`config.mk`:
```
export PLATFORM = sky130hd
export DESIGN_NAME = fm_rmw_client
export DESIGN_NICKNAME = d
export VERILOG_FILES = /design/src/rtl/fm_rmw_client.sv
export SDC_FILE = /design/constraint.sdc
export NUM_CORES = 1
export LEC_CHECK = 0
export ABC_AREA = 1
export ABC_CLOCK_PERIOD_IN_PS = 24500
export BUFFER_PORTS_ARGS = -buffer_cell sky130_fd_sc_hd__buf_4
export CORE_AREA = 8 8 166 168
export CTS_BUF_LIST = sky130_fd_sc_hd__clkbuf_8
export DETAILED_ROUTE_END_ITERATION = 6
export DIE_AREA = 0 0 174 176
export PLACE_DENSITY_LB_ADDON = 0.3
export REMOVE_ABC_BUFFERS = 1
export SLEW_MARGIN = 20
export SYNTH_ARGS = -nofsm -noshare
export SYNTH_HDL_FRONTEND = slang
export SYNTH_SLANG_ARGS = --single-unit
```
`constraint.sdc`:
```
create_clock -name clk -period 24.5 [get_ports clk]
set_input_delay 3.675 -clock clk [delete_from_list [all_inputs] [get_ports clk]]
set_output_delay 3.675 -clock clk [all_outputs]
set_load 0.05 [all_outputs]
```
`src/rtl/fm_rmw_client.sv`:
```
`timescale 1ns/1ps
// fm_rmw_client
// Read/modify/write engine for the feature-map BRAM arbiter's read and write
// ports. Each command carries a coordinate and one signed delta per channel.
// The engine reads the stored word, adds the deltas per channel, and writes
// the result back. Results wait in a small FIFO until the write port grants.
//
// Ports:
//   clk, rst            clock, asynchronous active-high reset
//   cmd_valid/ready     command handshake; cmd_coord = {x,y}, cmd_delta packed
//                       with channel i at [i*B +: B]
//   read_req, coord_get read port request and coordinate (read_ready = grant)
//   read_data           read port data, valid READ_LATENCY cycles after read_req
//   write_req, coord_wtr, write_data
//                       write port request, coordinate and data (write_ready = grant)
//   busy                any command in the read pipeline or the result FIFO
//
// Build option:
//   FM_RMW_SAT_EN  defined   -> per-channel add saturates to the signed range
//                  undefined -> per-channel add wraps modulo 2^B
module fm_rmw_client #(
    parameter int COORD_BITS       = 8,
    parameter int CHANNELS         = 4,
    parameter int BITS_PER_CHANNEL = 8,
    parameter int READ_LATENCY     = 1,
    parameter int RES_DEPTH        = 4
) (
    input  logic                                 clk,
    input  logic                                 rst,
    input  logic                                 cmd_valid,
    output logic                                 cmd_ready,
    input  logic [2*COORD_BITS-1:0]              cmd_coord,
    input  logic [CHANNELS*BITS_PER_CHANNEL-1:0] cmd_delta,
    output logic                                 read_req,
    output logic [2*COORD_BITS-1:0]              coord_get,
    input  logic [CHANNELS*BITS_PER_CHANNEL-1:0] read_data,
    input  logic                                 read_ready,
    output logic                                 write_req,
    output logic [2*COORD_BITS-1:0]              coord_wtr,
    output logic [CHANNELS*BITS_PER_CHANNEL-1:0] write_data,
    input  logic                                 write_ready,
    output logic                                 busy
);
    localparam int CW = 2*COORD_BITS;
    localparam int B  = BITS_PER_CHANNEL;
    localparam int DW = CHANNELS*BITS_PER_CHANNEL;
    localparam int L  = READ_LATENCY;
    localparam int D  = RES_DEPTH;
    localparam int PW = (D > 1) ? $clog2(D) : 1;
    localparam int NW = $clog2(D+1);

    logic          pipe_v     [L];
    logic [CW-1:0] pipe_coord [L];
    logic [DW-1:0] pipe_delta [L];

    logic          fifo_v     [D];
    logic [CW-1:0] fifo_coord [D];
    logic [DW-1:0] fifo_data  [D];
    logic [PW-1:0] wr_ptr, rd_ptr;
    logic [NW-1:0] fifo_count;

    logic [NW-1:0] occ;
    logic          hazard, accept, push, pop;
    logic [DW-1:0] sum;
    logic [B-1:0]  ch_old, ch_delta;
`ifdef FM_RMW_SAT_EN
    logic [B:0]    ch_wide;
`endif

    function automatic logic [PW-1:0] ptr_next(input logic [PW-1:0] p);
        return (p == PW'(D-1)) ? '0 : p + 1'b1;
    endfunction

    // Occupancy and RAW hazard against every coordinate still owed a write.
    always_comb begin
        occ    = '0;
        hazard = 1'b0;
        for (int unsigned i = 0; i < L; i++) begin
            occ = occ + NW'(pipe_v[i]);
            if (pipe_v[i] && pipe_coord[i] == cmd_coord) hazard = 1'b1;
        end
        for (int unsigned j = 0; j < D; j++) begin
            if (fifo_v[j] && fifo_coord[j] == cmd_coord) hazard = 1'b1;
        end
    end

    // A credit is reserved per in-flight read so returning data always fits.
    assign cmd_ready = !rst && read_ready && ((occ + fifo_count) < NW'(D)) && !hazard;
    assign accept    = cmd_valid && cmd_ready;
    assign read_req  = accept;
    assign coord_get = accept ? cmd_coord : '0;

    assign push       = pipe_v[L-1];
    assign write_req  = (fifo_count != '0);
    assign pop        = write_req && write_ready;
    assign coord_wtr  = write_req ? fifo_coord[rd_ptr] : '0;
    assign write_data = write_req ? fifo_data[rd_ptr]  : '0;
    assign busy       = (occ != '0) || (fifo_count != '0);

    // Per-channel signed add of returning read data and the stored delta.
    always_comb begin
        sum      = '0;
        ch_old   = '0;
        ch_delta = '0;
`ifdef FM_RMW_SAT_EN
        ch_wide  = '0;
`endif
        for (int unsigned c = 0; c < CHANNELS; c++) begin
            ch_old   = read_data[c*B +: B];
            ch_delta = pipe_delta[L-1][c*B +: B];
`ifdef FM_RMW_SAT_EN
            ch_wide = {ch_old[B-1], ch_old} + {ch_delta[B-1], ch_delta};
            if (ch_wide[B] != ch_wide[B-1])
                sum[c*B +: B] = ch_wide[B] ? {1'b1, {(B-1){1'b0}}} : {1'b0, {(B-1){1'b1}}};
            else
                sum[c*B +: B] = ch_wide[B-1:0];
`else
            sum[c*B +: B] = ch_old + ch_delta;
`endif
        end
    end

    always_ff @(posedge clk or posedge rst) begin
        if (rst) begin
            for (int unsigned i = 0; i < L; i++) begin
                pipe_v[i]     <= 1'b0;
                pipe_coord[i] <= '0;
                pipe_delta[i] <= '0;
            end
        end else begin
            pipe_v[0]     <= accept;
            pipe_coord[0] <= cmd_coord;
            pipe_delta[0] <= cmd_delta;
            for (int unsigned i = 1; i < L; i++) begin
                pipe_v[i]     <= pipe_v[i-1];
                pipe_coord[i] <= pipe_coord[i-1];
                pipe_delta[i] <= pipe_delta[i-1];
            end
        end
    end

    always_ff @(posedge clk or posedge rst) begin
        if (rst) begin
            wr_ptr     <= '0;
            rd_ptr     <= '0;
            fifo_count <= '0;
            for (int unsigned j = 0; j < D; j++) begin
                fifo_v[j]     <= 1'b0;
                fifo_coord[j] <= '0;
                fifo_data[j]  <= '0;
            end
        end else begin
            if (pop) begin
                fifo_v[rd_ptr] <= 1'b0;
                rd_ptr         <= ptr_next(rd_ptr);
            end
            if (push) begin
                fifo_v[wr_ptr]     <= 1'b1;
                fifo_coord[wr_ptr] <= pipe_coord[L-1];
                fifo_data[wr_ptr]  <= sum;
                wr_ptr             <= ptr_next(wr_ptr);
            end
            if (push && !pop)
                fifo_count <= fifo_count + 1'b1;
            else if (pop && !push)
                fifo_count <= fifo_count - 1'b1;
        end
    end
endmodule

```
After elaboration in Yosys (flattened, before gate mapping):

Index checks and enable logic that the tools add are counted.
W data, S select, Z words.

* $add $sub $neg: 9
* $lt $le $gt $ge: 5
* equal/unequal tests: 7
* mux-type cells: 30
* bitwise gates (word level): 5
* reductions and logical operators: 21

Operator list (count)
* $bwmux W128: 1
* $mux W32: 4
* $eq A16 B16 Y1: 5
* $mux W16: 5
* $bmux W32 S2: 1
* $bwmux W64: 1
* $demux W32 S2: 1
* $add A8 B8 Y8: 4
* $bmux W16 S2: 1
* $demux W16 S2: 1
* $logic_and A1 B1 Y1: 14
* $mux W4: 2
* $mux W1: 7
* $ge A3 B3 Y1 const B: 2
* $lt A3 B1 Y1 const B: 2
* $mux W3: 2
* $not A2 Y3: 2
* $add A2 B1 Y2 const B: 2
* $and A4 B4 Y4: 1
* $demux W1 S2: 2
* $eq A2 B2 Y1 const B: 2
* $logic_not A1 Y1: 4
* $mux W2: 2
* $not A4 Y4: 1
* 8 further kinds: 8

* register bits: 252
* input port bits: 85
* output and inout port bits: 68
* logic and storage cells: 95

Logic depth before layout (Yosys ltp):

* depth after elaboration: 11
* depth in mapped cells: 13
* depth with buffers taken out: 12

Worst setup path before layout:

No wires, ideal clock.

* path kind: input-to-output
* start point: input rst
* end point: output cmd_ready
* data arrival time: 10.604 ns
* path slack: 10.221 ns
* stages: 5
* path buffers: 0
* path through: inv_1 -> nand3_1 -> nor2_1 -> nand2_2 -> nor3_1

* cells in the longest elaborated chain, start to end: 4

Ends and longest elaborated chain
* from (decl): RTL line 29 `input logic rst,`
* $logic_not A1 Y1 (no line)
* $logic_and A1 B1 Y1 (3 in series): RTL line 88 `assign cmd_ready = !rst && read_ready && ((occ + fifo_count) < NW'(D)) && !hazard;`
* to (decl): RTL line 31 `output logic cmd_ready,`

Every way passes these cells.

Worst setup path in the final report:

* start point: input rst
* end point: output coord_get[5]

* cells in the longest elaborated chain, start to end: 6

Ends and longest elaborated chain
* $logic_not A1 Y1 (no line)
* $logic_and A1 B1 Y1 (3 in series): RTL line 88
* $logic_and A1 B1 Y1: RTL line 89 `assign accept = cmd_valid && cmd_ready;`
* $mux W16: RTL line 91 `assign coord_get = accept ? cmd_coord : '0;`
* to (decl): RTL line 35 `output logic [2*COORD_BITS-1:0] coord_get,`

Every way passes these cells.

==> results.yml <==
outcome:
  status: "completed"
timing:
  final_hold_viol_count: 0
  tightestPinTransition_ps: 970.2
  period_minus_slack_ps: 9222
  final_max_slew_viol_count: 0
  min_period_over_period: 0.3764
  tns_ps: 0
  rsz0062_at_grt: "no"
  relSlewSlack: 0.3532
  skew_ps: 21.92
  setup_viol: 0
  max_clock_freq_ghz: 0.1084
setup_path:
  required_ps: 20820
  rrSetupSlack_ps: 21940
  rr_worst_depth: 7
  cp.arrival_ps: 5550
  crit_type: "input port to output port"
  crit_buf_inv: 3
  start_kind: "input port"
  max_stage_delay_ps: 510
  critPathCaptureType: "output port"
  slowest_stage: "inv_8"
  path_cells: "buf_4 -> inv_8 -> nand3_1 -> nor2_1 -> nand2_2 -> nor2_4 -> nand3_4 -> nor2_1 -> buf_4"
  path_max_fanout: 115
  r2r_start: "wr_ptr[0]"
  reg2reg_to: "fifo_data[119]"
  critical_path.top_delay_family: "simple AND/OR/NAND/NOR gates"
clock_tree:
  cts_buffer_depth: 3
  cts-buffers-inserted: 45
  cts_resized: 0
  h-tree-depth: 2
  holdBufCountCts: 0
  clk_latency_ps: 560
  clock_sinks: 252
  cts_tree: "yes"
  clk_pin_slew_worst_paths_ps: 60
  cts_root_buffer: "clkbuf_8"
  cts_setup_buffers: 0
global_route:
  grt_antenna_before_repair: 0
  grt_max_degree: 140
  grt_pass1_wl_um: 54700
  globalRouteOverflowTotal: 0
  grt_pass1_vias: 10850
  grt_use_total: 0.2157
synth:
  dominantRegCellSynth: "dfrtp_1"
  syn_area_mm2: 0.01276
  ys_ff_latch: 252
  netlist_top_cells_area: "dfrtp_1, nand2_1, o21ai_0, nor2_1, inv_1"
  ys_top_cells_by_count: "nand2_1, o21ai_0, dfrtp_1"
  ys_seq_area_frac: 0.4941
  synth_most_common_cell: "nand2_1"
  async_flop_share: 1.000
  syn_avg_cell_area_um2: 7.893
  synth_cell_type_count: 31
  synth_edf_count: 0
  yosysTopAreaCell: "dfrtp_1"
  synth_cells: 1617
  yosys_warnings: 0
  synth_top_cell_area_share: 0.4941
finish:
  layout-drive-gt1-share: 0.1451
  fill_cells: 2300
  area_delta_synth_final_pct: 17.64
  design_area_mm2: 0.01501
  final_net_count: 1870
  register_area_mm2: 0.006311
  antennaDiodeCount: 0
  multiInputGateArea_mm2: 0.005625
  post-route-util: 0.6050
place:
  hpwl_um: 20890
  port_buffers: 152
  place_area_mm2: 0.01410
  place_congestion: 0.9016
detailed_routing:
  drt_iter0_drc: 1106
  drc: 0
  avgRoutedWirePerCell_um: 15.93
  dr.pass1.iters: 6
  wl_um: 33580
  vias: 11200
  ant_nets: 0
  viasPerCell: 5.313
power:
  peakVddDrop_uv: 99.75
  p_leak_nw: 7.591
  power.density_mw_per_mm2: 139.1
worst_hold_path:
  holdPathEnd: "fifo_data[15]"
  hp-class: "flip-flop to flip-flop"
  min_path_cells: 2
  hp-start: "fifo_data[15]"
floorplanning:
  fp.dieW_um: 174
  die_h_um: 176
  fp.dieArea_mm2: 0.03062
  rows: 58
  core_mm2: 0.02482
  start_util: 0.5143
  ios: 153
job:
  drv_cap: 0
-- cell families (layout without fill, tap and decap cells) --
| family | count (synthesis) | in the layout | synth area share |
|---|---|---|---|
| AO/OA/AOI/OAI | 396 | 396 | 0.1575 |
| XOR/XNOR | 40 | 40 | 0.02745 |
| adder cells (fa/ha/maj) | 42 | 42 | 0.04411 |
| buffers and inverters | 220 | 381 | 0.06637 |
| flip-flops | 252 | 252 | 0.4941 |
| multiplexers | 1 | 1 | 0.0008822 |
| AND/OR/NAND/NOR | 666 | 666 | 0.2096 |
-- state kept, by name, indices dropped and copies added (netlist names) --
name and flops:
fifo_data 128, fifo_coord 64, pipe_delta 32, pipe_coord 16
fifo_v 4, fifo_count 3, rd_ptr 2, wr_ptr 2
pipe_v 1
-- per-layer routing --
metal	GRT usage	share of wire	routed length [um]	vias to the layer above
met5	0	0	0	-
met4	0.07659	0.026	865	0
met3	0.04871	0.077	2596	68
met2	0.3429	0.45	15140	429
met1	0.2874	0.45	14980	5241
li1	-	-	-	5462
-- worst max-delay path by stage --
stage | from | end | slack (ps) | cells after the start
floorplan | rst | cmd_ready | 10220 | 5
global placement | rst | coord_get[2] | 15260 | 9
detailed placement | rst | coord_get[15] | 15230 | 9
CTS | rst | coord_get[15] | 15220 | 9
global route | rst | coord_get[3] | 15030 | 9
finish | rst | coord_get[5] | 15280 | 9
-- where the power goes --
part / internal [mW] / leakage [nW] / total, mW / switching (mW)
Clock: 0.216 / 0.537 / 0.390 / 0.174
Sequential: 0.584 / 2.98 / 0.699 / 0.116
Combinational: 0.313 / 4.08 / 0.999 / 0.686
Total: 1.11 / 7.59 / 2.09 / 0.976
-- metrics by stage --
step / instances / hold slack [ps] / setup WS [ps] / power (mW)
detailed placement: 2026 / 461.4 / 15230 / 1.703
floorplan: 1534 / 435.4 / 10220 / 1.389
global route: 2108 / 483.7 / 15030 / 2.235
CTS: 2108 / 477.9 / 15220 / 2.102
global placement: 2026 / 457.6 / 15260 / 1.682
finish: 2108 / 477.2 / 15280 / 2.088
-- final cells by class --
| cell class | instances | share of cell area |
|---|---|---|
| tap | 330 | 0.02750 |
| clock buffer | 59 | 0.05408 |
| multi-input combinational | 1145 | 0.3747 |
| inverter | 137 | 0.03475 |
| clock inverter | 23 | 0.006833 |
| sequential | 252 | 0.4203 |
| timing repair buffer | 162 | 0.08183 |
-- placed cells by master (no fill, tap or decap), drive strengths merged --
cell,n
a21boi,3
a21oi,97
buf,162
clkbuf,59
clkinv,3
clkinvlp,1
dfrtp,252
fa,5
ha,37
inv,156
mux2,1
nand2,410
nand3,54
nand3b,3
nand4,8
nor2,179
nor3,3
o211ai,8
o21ai,287
o22ai,1
or2,9
xnor2,23
xor2,17
-- worst min-delay path: cells and delay by family, from the launching register on --
kind          cells  cell delay (ps)
flops             1              340
simple gates      2              110
Note: power is estimated with default switching activity, not from simulation.
